==> config.mk <==
export PLATFORM = sky130hd
export DESIGN_NAME = fx_dac_out
export DESIGN_NICKNAME = d
export VERILOG_FILES = /design/src/rtl/fx_dac_out.sv
export SDC_FILE = /design/constraint.sdc
export NUM_CORES = 1
export LEC_CHECK = 0
export ABC_CLOCK_PERIOD_IN_PS = 5800
export BUFFER_PORTS_ARGS = -buffer_cell sky130_fd_sc_hd__buf_2
export CAP_MARGIN = 20
export CORE_MARGIN = 2
export CORE_UTILIZATION = 35
export CTS_CLUSTER_DIAMETER = 100
export DETAILED_ROUTE_END_ITERATION = 10
export PLACE_DENSITY = 0.59
export SYNTH_ARGS = -nofsm -noshare
export SYNTH_HDL_FRONTEND = slang
export SYNTH_SLANG_ARGS = --single-unit
==> constraint.sdc <==
create_clock -name clk -period 5.8 [get_ports clk]
set_clock_uncertainty 0.1 [all_clocks]
set_input_delay 0.29 -clock clk [delete_from_list [all_inputs] [get_ports clk]]
set_output_delay 0.29 -clock clk [all_outputs]
set_load 0.01 [all_outputs]
==> src/rtl/fx_dac_out.sv <==
// fx_dac_out: final output stage of the FX chain. Applies a soft-mute gain
// ramp, buffers stereo pairs in a small FIFO and feeds the codec's
// independent left/right valid/ready DAC sinks, popping only once both
// channels have taken the head entry.
`timescale 1ns/1ps

module fx_dac_out #(
    parameter int unsigned DATA_W     = 16,
    parameter int unsigned FIFO_DEPTH = 8,
    parameter int unsigned RAMP_STEP  = 32
) (
    input  logic                          clk,
    input  logic                          reset,
    input  logic [1:0][DATA_W-1:0]        audio_in,
    input  logic                          sample_en,
    input  logic                          mute,
    output logic [1:0][DATA_W-1:0]        dac_data,
    output logic [1:0]                    dac_valid,
    input  logic [1:0]                    dac_ready,
    output logic [$clog2(FIFO_DEPTH):0]   fill,
    output logic                          overflow,
    output logic [7:0]                    overflow_cnt,
    input  logic                          stat_clr,
    output logic                          muted
);

    localparam int unsigned AW = $clog2(FIFO_DEPTH);
    localparam int unsigned FW = AW + 1;
    localparam int unsigned PW = DATA_W + 10;
    localparam logic [9:0]    Step    = 10'(RAMP_STEP);
    localparam logic [9:0]    Unity   = 10'd256;
    localparam logic [AW-1:0] PtrInc  = AW'(1);
    localparam logic [AW:0]   FillInc = FW'(1);
    localparam logic [AW:0]   Depth   = FW'(FIFO_DEPTH);

    typedef enum logic [1:0] {StRampUp, StUnmuted, StRampDown, StMuted} state_e;

    state_e      state_q, state_d;
    logic [8:0]  g_q, g_d;
    logic [9:0]  g_up;
    logic        muted_q, muted_d;

    logic signed [PW-1:0]     a_ext [2];
    logic signed [PW-1:0]     g_ext;
    logic signed [PW-1:0]     prod  [2];
    logic [1:0][DATA_W-1:0]   scaled;

    logic                     s_vld_q;
    logic [1:0][DATA_W-1:0]   s_data_q;

    logic [1:0][DATA_W-1:0]   mem [FIFO_DEPTH];
    logic [AW-1:0]            wr_ptr_q, rd_ptr_q;
    logic [AW:0]              fill_q, fill_d;
    logic [1:0]               done_q;
    logic [1:0]               hs;
    logic                     not_empty, full, push, pop, drop;

    logic                     overflow_q;
    logic [7:0]               ovf_cnt_q;

    // Gain FSM state register, gain value and registered mute indicator
    always_ff @(posedge clk) begin
        if (reset) begin
            state_q <= StRampUp;
            g_q     <= '0;
            muted_q <= 1'b0;
        end else begin
            state_q <= state_d;
            g_q     <= g_d;
            muted_q <= muted_d;
        end
    end

    // Gain FSM next state: step toward unity or silence once per sample strobe
    always_comb begin
        state_d = state_q;
        g_d     = g_q;
        g_up    = {1'b0, g_q} + Step;
        if (sample_en) begin
            if (!mute) begin
                if (g_up >= Unity) begin
                    g_d     = 9'(Unity);
                    state_d = StUnmuted;
                end else begin
                    g_d     = g_up[8:0];
                    state_d = StRampUp;
                end
            end else begin
                if ({1'b0, g_q} <= Step) begin
                    g_d     = '0;
                    state_d = StMuted;
                end else begin
                    g_d     = 9'({1'b0, g_q} - Step);
                    state_d = StRampDown;
                end
            end
        end
    end

    // Gain FSM outputs: muted flag follows the current gain, registered above
    always_comb begin
        muted_d = (g_q == 9'd0) && mute;
    end

    assign muted = muted_q;

    // Signed scaling by the pre-update gain; >>> 8 floors, g=256 is passthrough
    always_comb begin
        g_ext = $signed({{(DATA_W + 1){1'b0}}, g_q});
        for (int c = 0; c < 2; c++) begin
            a_ext[c]  = $signed({{10{audio_in[c][DATA_W-1]}}, audio_in[c]});
            prod[c]   = a_ext[c] * g_ext;
            scaled[c] = DATA_W'(prod[c] >>> 8);
        end
    end

    // Stage S: capture the scaled pair on the strobe, push it one cycle later
    always_ff @(posedge clk) begin
        if (reset) begin
            s_vld_q  <= 1'b0;
            s_data_q <= '0;
        end else begin
            s_vld_q <= sample_en;
            if (sample_en) begin
                s_data_q <= scaled;
            end
        end
    end

    // Read-side handshake, pop/push decisions and next fill level
    always_comb begin
        not_empty = (fill_q != '0);
        full      = (fill_q == Depth);
        dac_valid = {2{not_empty}} & ~done_q;
        hs        = dac_valid & dac_ready;
        pop       = not_empty && ((done_q | hs) == 2'b11);
        // A full FIFO still takes the pair if the head leaves this same cycle
        push      = s_vld_q && (!full || pop);
        drop      = s_vld_q && !push;
        dac_data  = not_empty ? mem[rd_ptr_q] : '0;
        fill_d    = fill_q;
        if (push && !pop) begin
            fill_d = fill_q + FillInc;
        end else if (pop && !push) begin
            fill_d = fill_q - FillInc;
        end
    end

    // FIFO pointers, occupancy and per-channel done flags
    always_ff @(posedge clk) begin
        if (reset) begin
            wr_ptr_q <= '0;
            rd_ptr_q <= '0;
            fill_q   <= '0;
            done_q   <= '0;
        end else begin
            fill_q <= fill_d;
            if (push) begin
                wr_ptr_q <= wr_ptr_q + PtrInc;
            end
            if (pop) begin
                rd_ptr_q <= rd_ptr_q + PtrInc;
                done_q   <= '0;
            end else begin
                done_q <= done_q | hs;
            end
        end
    end

    // FIFO storage; contents need no reset since fill gates visibility
    always_ff @(posedge clk) begin
        if (push) begin
            mem[wr_ptr_q] <= s_data_q;
        end
    end

    // Overflow statistics; clear wins over a same-cycle drop
    always_ff @(posedge clk) begin
        if (reset) begin
            overflow_q <= 1'b0;
            ovf_cnt_q  <= '0;
        end else if (stat_clr) begin
            overflow_q <= 1'b0;
            ovf_cnt_q  <= '0;
        end else if (drop) begin
            overflow_q <= 1'b1;
            if (ovf_cnt_q != 8'hff) begin
                ovf_cnt_q <= ovf_cnt_q + 8'd1;
            end
        end
    end

    assign fill         = fill_q;
    assign overflow     = overflow_q;
    assign overflow_cnt = ovf_cnt_q;

endmodule

==> results of run 1 <==
[flip-flops by register name, indices dropped and copies added, names as in the netlist, named ones only]
signal / cells
mem: 256
s_data_q: 32
overflow_cnt: 8
fill: 4
g_q: 4
rd_ptr_q: 3
wr_ptr_q: 3
done_q: 2
muted: 1
overflow: 1
s_vld_q: 1
[stage by stage]
step                      cell area, um2  worst slack (ns)  hold WS (ns)  util, %
after floorplan                    19670            0.7554        0.3540        -
after global placement             20910            0.7295        0.3356    38.10
after detailed placement           20950            0.6515        0.3443    38.18
after CTS                          22120            0.5854       0.01053    40.31
after global routing               22150            0.3093       0.05442    40.36
final                              22150            0.6226       0.02979    40.36
[how the worst max path moves through the flow]
| stage | from | end | slack, ns | depth (start not counted) |
|---|---|---|---|---|
| after floorplan | g_q[5] | s_data_q[30] | 0.76 | 18 |
| after global placement | g_q[5] | s_data_q[11] | 0.73 | 15 |
| after detailed placement | g_q[5] | s_data_q[11] | 0.65 | 15 |
| after CTS | g_q[5] | s_data_q[11] | 0.59 | 15 |
| after global routing | g_q[6] | s_data_q[11] | 0.31 | 15 |
| final | g_q[5] | s_data_q[11] | 0.62 | 15 |
[synth_stat cells (10+ instances only)]
cell | n | area, um2
sky130_fd_sc_hd__mux4_2 | 64 | 1441
sky130_fd_sc_hd__fa_1 | 120 | 2402
sky130_fd_sc_hd__edfxtp_1 | 256 | 7687
sky130_fd_sc_hd__nor2_1 | 89 | 334.1
sky130_fd_sc_hd__nand2_1 | 50 | 187.7
sky130_fd_sc_hd__xor2_1 | 21 | 183.9
sky130_fd_sc_hd__inv_1 | 128 | 480.5
sky130_fd_sc_hd__clkbuf_1 | 53 | 198.9
sky130_fd_sc_hd__dfxtp_1 | 62 | 1241
sky130_fd_sc_hd__mux2i_1 | 48 | 480.5
sky130_fd_sc_hd__a21oi_1 | 40 | 200.2
sky130_fd_sc_hd__and2_1 | 127 | 794.5
sky130_fd_sc_hd__ha_1 | 180 | 2252
sky130_fd_sc_hd__o21ai_0 | 26 | 130.1
sky130_fd_sc_hd__nor3_1 | 10 | 50.05
sky130_fd_sc_hd__xnor2_1 | 31 | 271.5
[routing by layer]
layer | routed length, um | track usage, % | vias up | share of wire [%]
met5 | 34 | 0 | - | 0.088
met4 | 603 | 3.580 | 6 | 1.6
met3 | 1320 | 2.178 | 49 | 3.4
met2 | 17860 | 22.48 | 148 | 46
met1 | 18680 | 19.20 | 5576 | 49
li1 | - | - | 5363 | -
[critical path: stages (launching register included)]
cell and delay, ns:
sky130_fd_sc_hd__dfxtp_1 0.53, sky130_fd_sc_hd__buf_4 0.35, sky130_fd_sc_hd__and2_1 0.20, sky130_fd_sc_hd__ha_1 0.26, sky130_fd_sc_hd__fa_1 0.57, sky130_fd_sc_hd__fa_1 0.44
sky130_fd_sc_hd__fa_1 0.46, sky130_fd_sc_hd__ha_1 0.29, sky130_fd_sc_hd__ha_1 0.34, sky130_fd_sc_hd__a21o_1 0.18, sky130_fd_sc_hd__a21o_1 0.19, sky130_fd_sc_hd__a2111oi_2 0.46
sky130_fd_sc_hd__nor2_1 0.13, sky130_fd_sc_hd__or3_1 0.36, sky130_fd_sc_hd__nand3_1 0.09, sky130_fd_sc_hd__a21oi_1 0.07
[power groups by stage]
stage	Clock [mW]	Sequential (mW)	Combinational, mW
after global routing	2.32	3.16	3.10
after CTS	2.24	3.12	2.76
after global placement	0	3.14	2.71
after detailed placement	0	3.17	2.74
final	2.18	3.11	2.73
after floorplan	0	2.96	2.11
[cell families (layout without fill, tap and decap cells)]
family	after synthesis	count (layout)	synth area share [%]
buf+inv	196	305	3.858
simple gates	330	330	8.886
fa+ha+maj	300	300	24.04
compound gates	136	136	4.776
mux	112	112	9.927
flops	318	318	46.12
other cells	2	85	0.03879
xor+xnor	52	52	2.353
[cells in the final DEF (no fill, tap or decap), drive strengths merged, types with 5 or more instances in the layout]
master  instances
o21ai          28
inv           132
nand2          50
o31ai           7
fa            120
clkinv         12
mux4           64
dfxtp          62
a21oi          42
buf           108
xor2           21
edfxtp        256
nand4           6
clkbuf         46
a21o            9
mux2i          48
nor3           11
o211ai          6
nand2b          7
or3             5
and2          127
ha            180
conb           85
xnor2          31
nand3           9
nor2           89
a31oi           7
and3           10
[layout make-up]
| type | count | area share (%) |
|---|---|---|
| Multi-Input combinational cell | 1015 | 45.32 |
| Inverter | 128 | 2.169 |
| Sequential cell | 318 | 40.34 |
| Timing Repair Buffer | 111 | 3.039 |
| Clock buffer | 46 | 4.378 |
| Clock inverter | 20 | 0.7851 |
| Tap cell | 704 | 3.977 |
==> results.rst, run 1 <==
.. list-table::
   :header-rows: 1

   * - Metric
     - Value
   * - Insertion delay of the later-clocked pin in the worst-skew pair
     - 0.53 ns
   * - Proportion of total power due to net switching
     - 33.78%
   * - Comb power frac
     - 34.1%
   * - Count of cell types in the netlist
     - 65
   * - Kind of path behind the tightest hold check
     - input port to register
   * - Clock tree root driver cell
     - sky130_fd_sc_hd__clkbuf_16
   * - Post-detailed-routing wire length
     - 38500 um
   * - TritonCTS buffer count
     - 36
   * - Maximum clock insertion buffer count
     - 3
   * - Critical path arrival
     - 5.47 ns
   * - Worst reg-to-reg path cell count
     - 15
   * - Result of the run
     - completed
   * - Global routing usage summed across all routing layers
     - 13.79%
   * - TritonCTS clock tree
     - done
   * - Setup Total Neg Slack
     - 0 ns
   * - Worst Hold Path EP
     - overflow
   * - Number of detailed-route iterations in the first pass
     - 5
   * - Post-CTS Repair Setup Buffers
     - 0
   * - Die span in x
     - 239.2 um
   * - Avg WL per Cell
     - 16.44 um
   * - Vias in the first global route
     - 11.56k
   * - Critical path type
     - register to register
   * - Remaining max-slew budget at the tightest pin
     - 37.93%
   * - Multi-input gate area
     - 10040 um2
   * - Number of resized instances in the post-cts repair step
     - 0
   * - Number of hold-slack violations in the final timing report
     - 0
   * - Placed cells
     - 2272
   * - Post-route clock period utilization
     - 89.27%
   * - Ys async rst share
     - 0%
   * - Max-cap viol count
     - 0
   * - Number of inserted filler cells in the final layout
     - 5182
   * - Remaining global-route overflow
     - 0
   * - Worst voltage drop across the vdd grid
     - 0.2882 mV
   * - Count of endpoints failing setup in the final report
     - 0
   * - Design Power
     - 8.021 mW
   * - Via count
     - 11.14k
   * - Clock transition at the registers of the reported paths
     - 0.06 ns
   * - Starting density of the core
     - 35.28%
   * - DR vias/cell
     - 4.757
   * - Worst min-delay path startpoint
     - stat_clr
   * - HPWL after detailed placement
     - 27240 um
   * - Portion of total power attributed to sequential cells
     - 38.8%
   * - Final RePlAce weighted congestion
     - 0.7952
   * - Antenna Nets Post-Route
     - 0
   * - Worst hold path depth
     - 3
   * - Die area
     - 57210 um2
   * - Antenna violations before repair
     - 4
   * - Number of design-rule violations left by the first detailed-router iteration
     - 586
   * - Final critical path time including I/O delays and setup
     - 5.177 ns
   * - Transition time at the pin with the least slew margin
     - 0.9311 ns
   * - Cell area after synthesis
     - 19360 um2
   * - Remaining routing DRC violations
     - 0
   * - Reported net switching power
     - 2.709 mW
   * - Slew Viols, Final
     - 0
   * - Worst path required time
     - 6.09 ns
   * - Proportion of synthesized chip area in sequential cells
     - 46.12%
   * - Post-CTS Hold Fix Bufs
     - 3
   * - Portion of total power attributed to the clock network
     - 27.1%
   * - Nature of the critical path endpoint
     - register
   * - Number of levels the H-tree was split into
     - 2
   * - Number of storage elements in the synthesis netlist
     - 318
   * - Power density of the placed cells
     - 362.1 nW/um2
   * - Seq. cell area
     - 8935 um2
   * - Number of rows created at floorplan
     - 86
   * - Number of buffers added on ports
     - 86
   * - RR Endpoint
     - s_data_q[11]
   * - Diodes inserted
     - 0
   * - Largest net degree at the start of global routing
     - 46
   * - Synth warnings
     - 0
   * - Global-route wire length before repair
     - 62200 um
   * - Kind of start point of the critical path
     - register
   * - Fmax
     - 0.1931 GHz
   * - Nets@finish
     - 1949
   * - Top flip-flop cell by instance count after synthesis
     - sky130_fd_sc_hd__edfxtp_1
   * - Cell count after synthesis
     - 1446
   * - R2R Path Start
     - g_q[5]
   * - Layout-stage area growth over the synthesis result
     - 14.42%
   * - Die H
     - 239.2 um
   * - EDFF count, synth
     - 256
   * - Setup slack of the most critical reg-to-reg path
     - 0.62 ns
   * - Core Region
     - 54880 um2
   * - Maximum fanout along the worst path
     - 29
   * - Clk sinks
     - 318
   * - Share of post-route cells with drive strength above 1
     - 15.45%
   * - I/O pin cnt
     - 87
   * - Fin cells
     - 2342
   * - P_leak
     - 9.187 nW
   * - Setup repair after global routing missed its margin
     - false
   * - Internal Power
     - 5.311 mW
   * - Avg Inst Size Synth
     - 13.39 um2
(Power assumes the default switching activity.)
==> run 2, diff against run 1 <==
--- a/config.mk
+++ b/config.mk
@@ -5,6 +5,7 @@
 export SDC_FILE = /design/constraint.sdc
 export NUM_CORES = 1
 export LEC_CHECK = 0
+export ABC_AREA = 1
 export ABC_CLOCK_PERIOD_IN_PS = 5800
 export BUFFER_PORTS_ARGS = -buffer_cell sky130_fd_sc_hd__buf_2
 export CAP_MARGIN = 20
==> run 2 against run 1 <==
- final cell count increased by 43%
- fmax up 1.5%
- via count is 42% higher
- routed wire length is 29% higher
- critical path type unchanged
- highest routed layer unchanged
==> results.rst, run 2 <==
.. list-table::
   :header-rows: 1

   * - Metric
     - Value
   * - Largest cells by area after synthesis
     - sky130_fd_sc_hd__edfxtp_1 (36%), sky130_fd_sc_hd__fa_1 (11%), sky130_fd_sc_hd__ha_1 (11%)
   * - Post-place setup slack
     - 0.7061 ns
   * - Commonest cells in the synthesized netlist
     - sky130_fd_sc_hd__nand2_1 (449), sky130_fd_sc_hd__inv_1 (410), sky130_fd_sc_hd__nor2_1 (338), sky130_fd_sc_hd__edfxtp_1 (256), sky130_fd_sc_hd__ha_1 (180)
   * - Fin cells
     - 3342
   * - Antenna violations before repair
     - 3
   * - Kind of path behind the tightest hold check
     - input port to register
   * - Starting density of the core
     - 35.28%
   * - Avg WL per Cell
     - 14.88 um
   * - Setup repair after global routing missed its margin
     - false
   * - Internal Power
     - 5.527 mW
   * - Die area
     - 62720 um2
   * - Largest stage delay on the critical path
     - 0.94 ns
   * - Slew Viols, Final
     - 0
   * - Setup Total Neg Slack
     - 0 ns
   * - Design Power
     - 9.521 mW
   * - Worst voltage drop across the vdd grid
     - 0.2159 mV
   * - Worst-path cell chain
     - nand2_1 > fa_1 > inv_1 > fa_1 > fa_1 > fa_1 > ha_1 > ha_1 > a21oi_1 > o21ai_0 > a21oi_1 > nand3_1 > nand2_1 > nand3_1 > nand2_1 > inv_1
   * - Proportion of netlist area held by the largest area contributor
     - 36.16%
   * - Kind of start point of the critical path
     - register
   * - Power density of the placed cells
     - 396.8 nW/um2
   * - Clock tree root driver cell
     - sky130_fd_sc_hd__clkbuf_16
   * - P_leak
     - 11.82 nW
   * - Post-route clock period utilization
     - 87.99%
   * - Core Region
     - 60250 um2
   * - Post-route setup slack
     - 0.6967 ns
   * - Critical path type
     - register to register
   * - Portion of total power attributed to the clock network
     - 23.4%
   * - Number of buffers added on ports
     - 86
   * - Worst path required time
     - 6.12 ns
   * - DR vias/cell
     - 4.731
   * - Count of endpoints failing setup in the final report
     - 0
   * - Number of levels the H-tree was split into
     - 2
   * - Number of storage elements in the synthesis netlist
     - 318
   * - Portion of total power attributed to sequential cells
     - 32.4%
   * - Comb power frac
     - 44.2%
   * - Number of design-rule violations left by the first detailed-router iteration
     - 757
   * - Maximum fanout along the worst path
     - 26
   * - Insertion delay of the later-clocked pin in the worst-skew pair
     - 0.55 ns
   * - Die H
     - 250.4 um
   * - TritonCTS buffer count
     - 37
   * - Diodes inserted
     - 0
   * - Final RePlAce weighted congestion
     - 0.8673
   * - Flip-flop count of the largest register, all copies and words added
     - 256
   * - Count of cell types in the netlist
     - 44
   * - TritonCTS clock tree
     - done
   * - Cell area after synthesis
     - 21260 um2
   * - Top flip-flop cell by instance count after synthesis
     - sky130_fd_sc_hd__edfxtp_1
   * - Transition time at the pin with the least slew margin
     - 0.9943 ns
   * - Slowest CP cell
     - sky130_fd_sc_hd__dfxtp_1
   * - Die span in x
     - 250.4 um
   * - Post-detailed-routing wire length
     - 49730 um
   * - Layout Utilization
     - 39.83%
   * - Ys async rst share
     - 0%
   * - Nets@finish
     - 2870
   * - Number of rows created at floorplan
     - 90
   * - Largest net degree at the start of global routing
     - 97
   * - Top cell by count, worst path
     - sky130_fd_sc_hd__fa_1
   * - HPWL after detailed placement
     - 34830 um
   * - Post-CTS Repair Setup Buffers
     - 0
   * - Register containing the most flip-flops in the final layout
     - mem
   * - Share of post-route cells with drive strength above 1
     - 8.203%
   * - Critical path arrival
     - 5.42 ns
   * - Antenna Nets Post-Route
     - 0
   * - Final critical path time including I/O delays and setup
     - 5.103 ns
   * - Maximum clock insertion buffer count
     - 3
   * - I/O pin cnt
     - 87
   * - Proportion of synthesized chip area in sequential cells
     - 42.00%
   * - Clk sinks
     - 318
   * - Commonest non-fill, non-tap cells in the layout
     - sky130_fd_sc_hd__nand2_1 (449), sky130_fd_sc_hd__inv_1 (410), sky130_fd_sc_hd__nor2_1 (330), sky130_fd_sc_hd__edfxtp_1 (256), sky130_fd_sc_hd__ha_1 (180)
   * - Nature of the critical path endpoint
     - register
   * - Via count
     - 15.81k
   * - Global routing usage summed across all routing layers
     - 16.22%
   * - EDFF count, synth
     - 256
   * - Proportion of total power due to net switching
     - 41.95%
   * - Global-route wire length before repair
     - 82280 um
   * - Layout-stage area growth over the synthesis result
     - 12.89%
   * - Remaining routing DRC violations
     - 0
   * - Clock transition at the registers of the reported paths
     - 0.07 ns
   * - Remaining global-route overflow
     - 0
   * - Synth warnings
     - 0
   * - Avg Inst Size Synth
     - 8.872 um2
   * - Fmax
     - 0.1960 GHz
   * - Number of hold-slack violations in the final timing report
     - 0
   * - Max-cap viol count
     - 0
   * - Commonest non-fill, non-tap cell in the layout
     - sky130_fd_sc_hd__nand2_1
   * - Leading cell type by number of instances after synthesis
     - sky130_fd_sc_hd__nand2_1
   * - Post-synth top area cell
     - sky130_fd_sc_hd__edfxtp_1
   * - Placed cells
     - 3271
   * - Remaining max-slew budget at the tightest pin
     - 33.62%
   * - Cell count after synthesis
     - 2396
   * - Reported net switching power
     - 3.994 mW
   * - Vias in the first global route
     - 16.14k
   * - Result of the run
     - completed
   * - Number of detailed-route iterations in the first pass
     - 5
[run 2: area by class of cell]
class	instances	area [um2]
Fill cell	5973	36250
Multi-Input combinational cell	1645	10710
Sequential cell	318	8934
Inverter	419	1577
Clock buffer	52	1022
Tap cell	782	978.4
Timing Repair Buffer	110	618.1
Clock inverter	16	161.4
[run 2: cells by family (layout without fill, tap and decap cells)]
| group | Yosys count | count (layout) | share of synthesized area (%) |
|---|---|---|---|
| fa+ha+maj | 300 | 300 | 21.90 |
| flops | 318 | 318 | 42.00 |
| compound gates | 319 | 319 | 8.223 |
| other cells | 2 | 85 | 0.03533 |
| simple gates | 921 | 921 | 17.64 |
| buf+inv | 516 | 597 | 9.377 |
| xor+xnor | 20 | 20 | 0.8241 |
[run 2: worst max-delay path, delay by kind of cell (launching register included)]
kind,cells,cell delay [ns]
and+or+nand+nor,5,0.51
DFF,1,0.94
buffers and inverters,2,0.10
adders and majority gates,6,2.59
AOI/OAI and AO/OA,3,0.72
[run 2: final timing paths]
path         cells past startpoint  slack, ns      endpoint         start
max                             16       0.70  s_data_q[30]        g_q[5]
min                              5       0.05     done_q[1]  dac_ready[1]
max reg2reg                     16       0.70  s_data_q[30]        g_q[5]
min reg2reg                      1       0.36      overflow      overflow
[run 2: power groups by stage]
| stage | clock network [mW] | logic, mW | registers (mW) |
|---|---|---|---|
| floorplan | 0 | 3.09 | 2.94 |
| global placement | 0 | 4.12 | 3.11 |
| detailed placement | 0 | 4.18 | 3.13 |
| CTS | 2.29 | 4.21 | 3.08 |
| global route | 2.38 | 4.84 | 3.12 |
| finish | 2.23 | 4.21 | 3.08 |
[run 2: routing by layer]
metal / share of wire [%] / vias to the layer above / global-route usage, % / routed length, um
li1: - / 7863 / - / -
met1: 47 / 7555 / 21.77 / 23550
met2: 47 / 326 / 27.66 / 23190
met3: 4.4 / 62 / 2.432 / 2213
met4: 1.5 / 6 / 3.678 / 750
met5: 0.058 / - / 0 / 29
[run 2: through the flow]
step	hold WS [ns]	cell area (um2)
global placement	0.3413	22780
floorplan	0.3334	21570
global route	0.04428	24000
detailed placement	0.3508	22780
CTS	0.02732	24000
finish	0.04595	24000
[run 2: what timing repair did]
item,CTS,global route
endpoints found under the hold margin,6,0
gates resized for setup,0,0
hold buffers,3,0
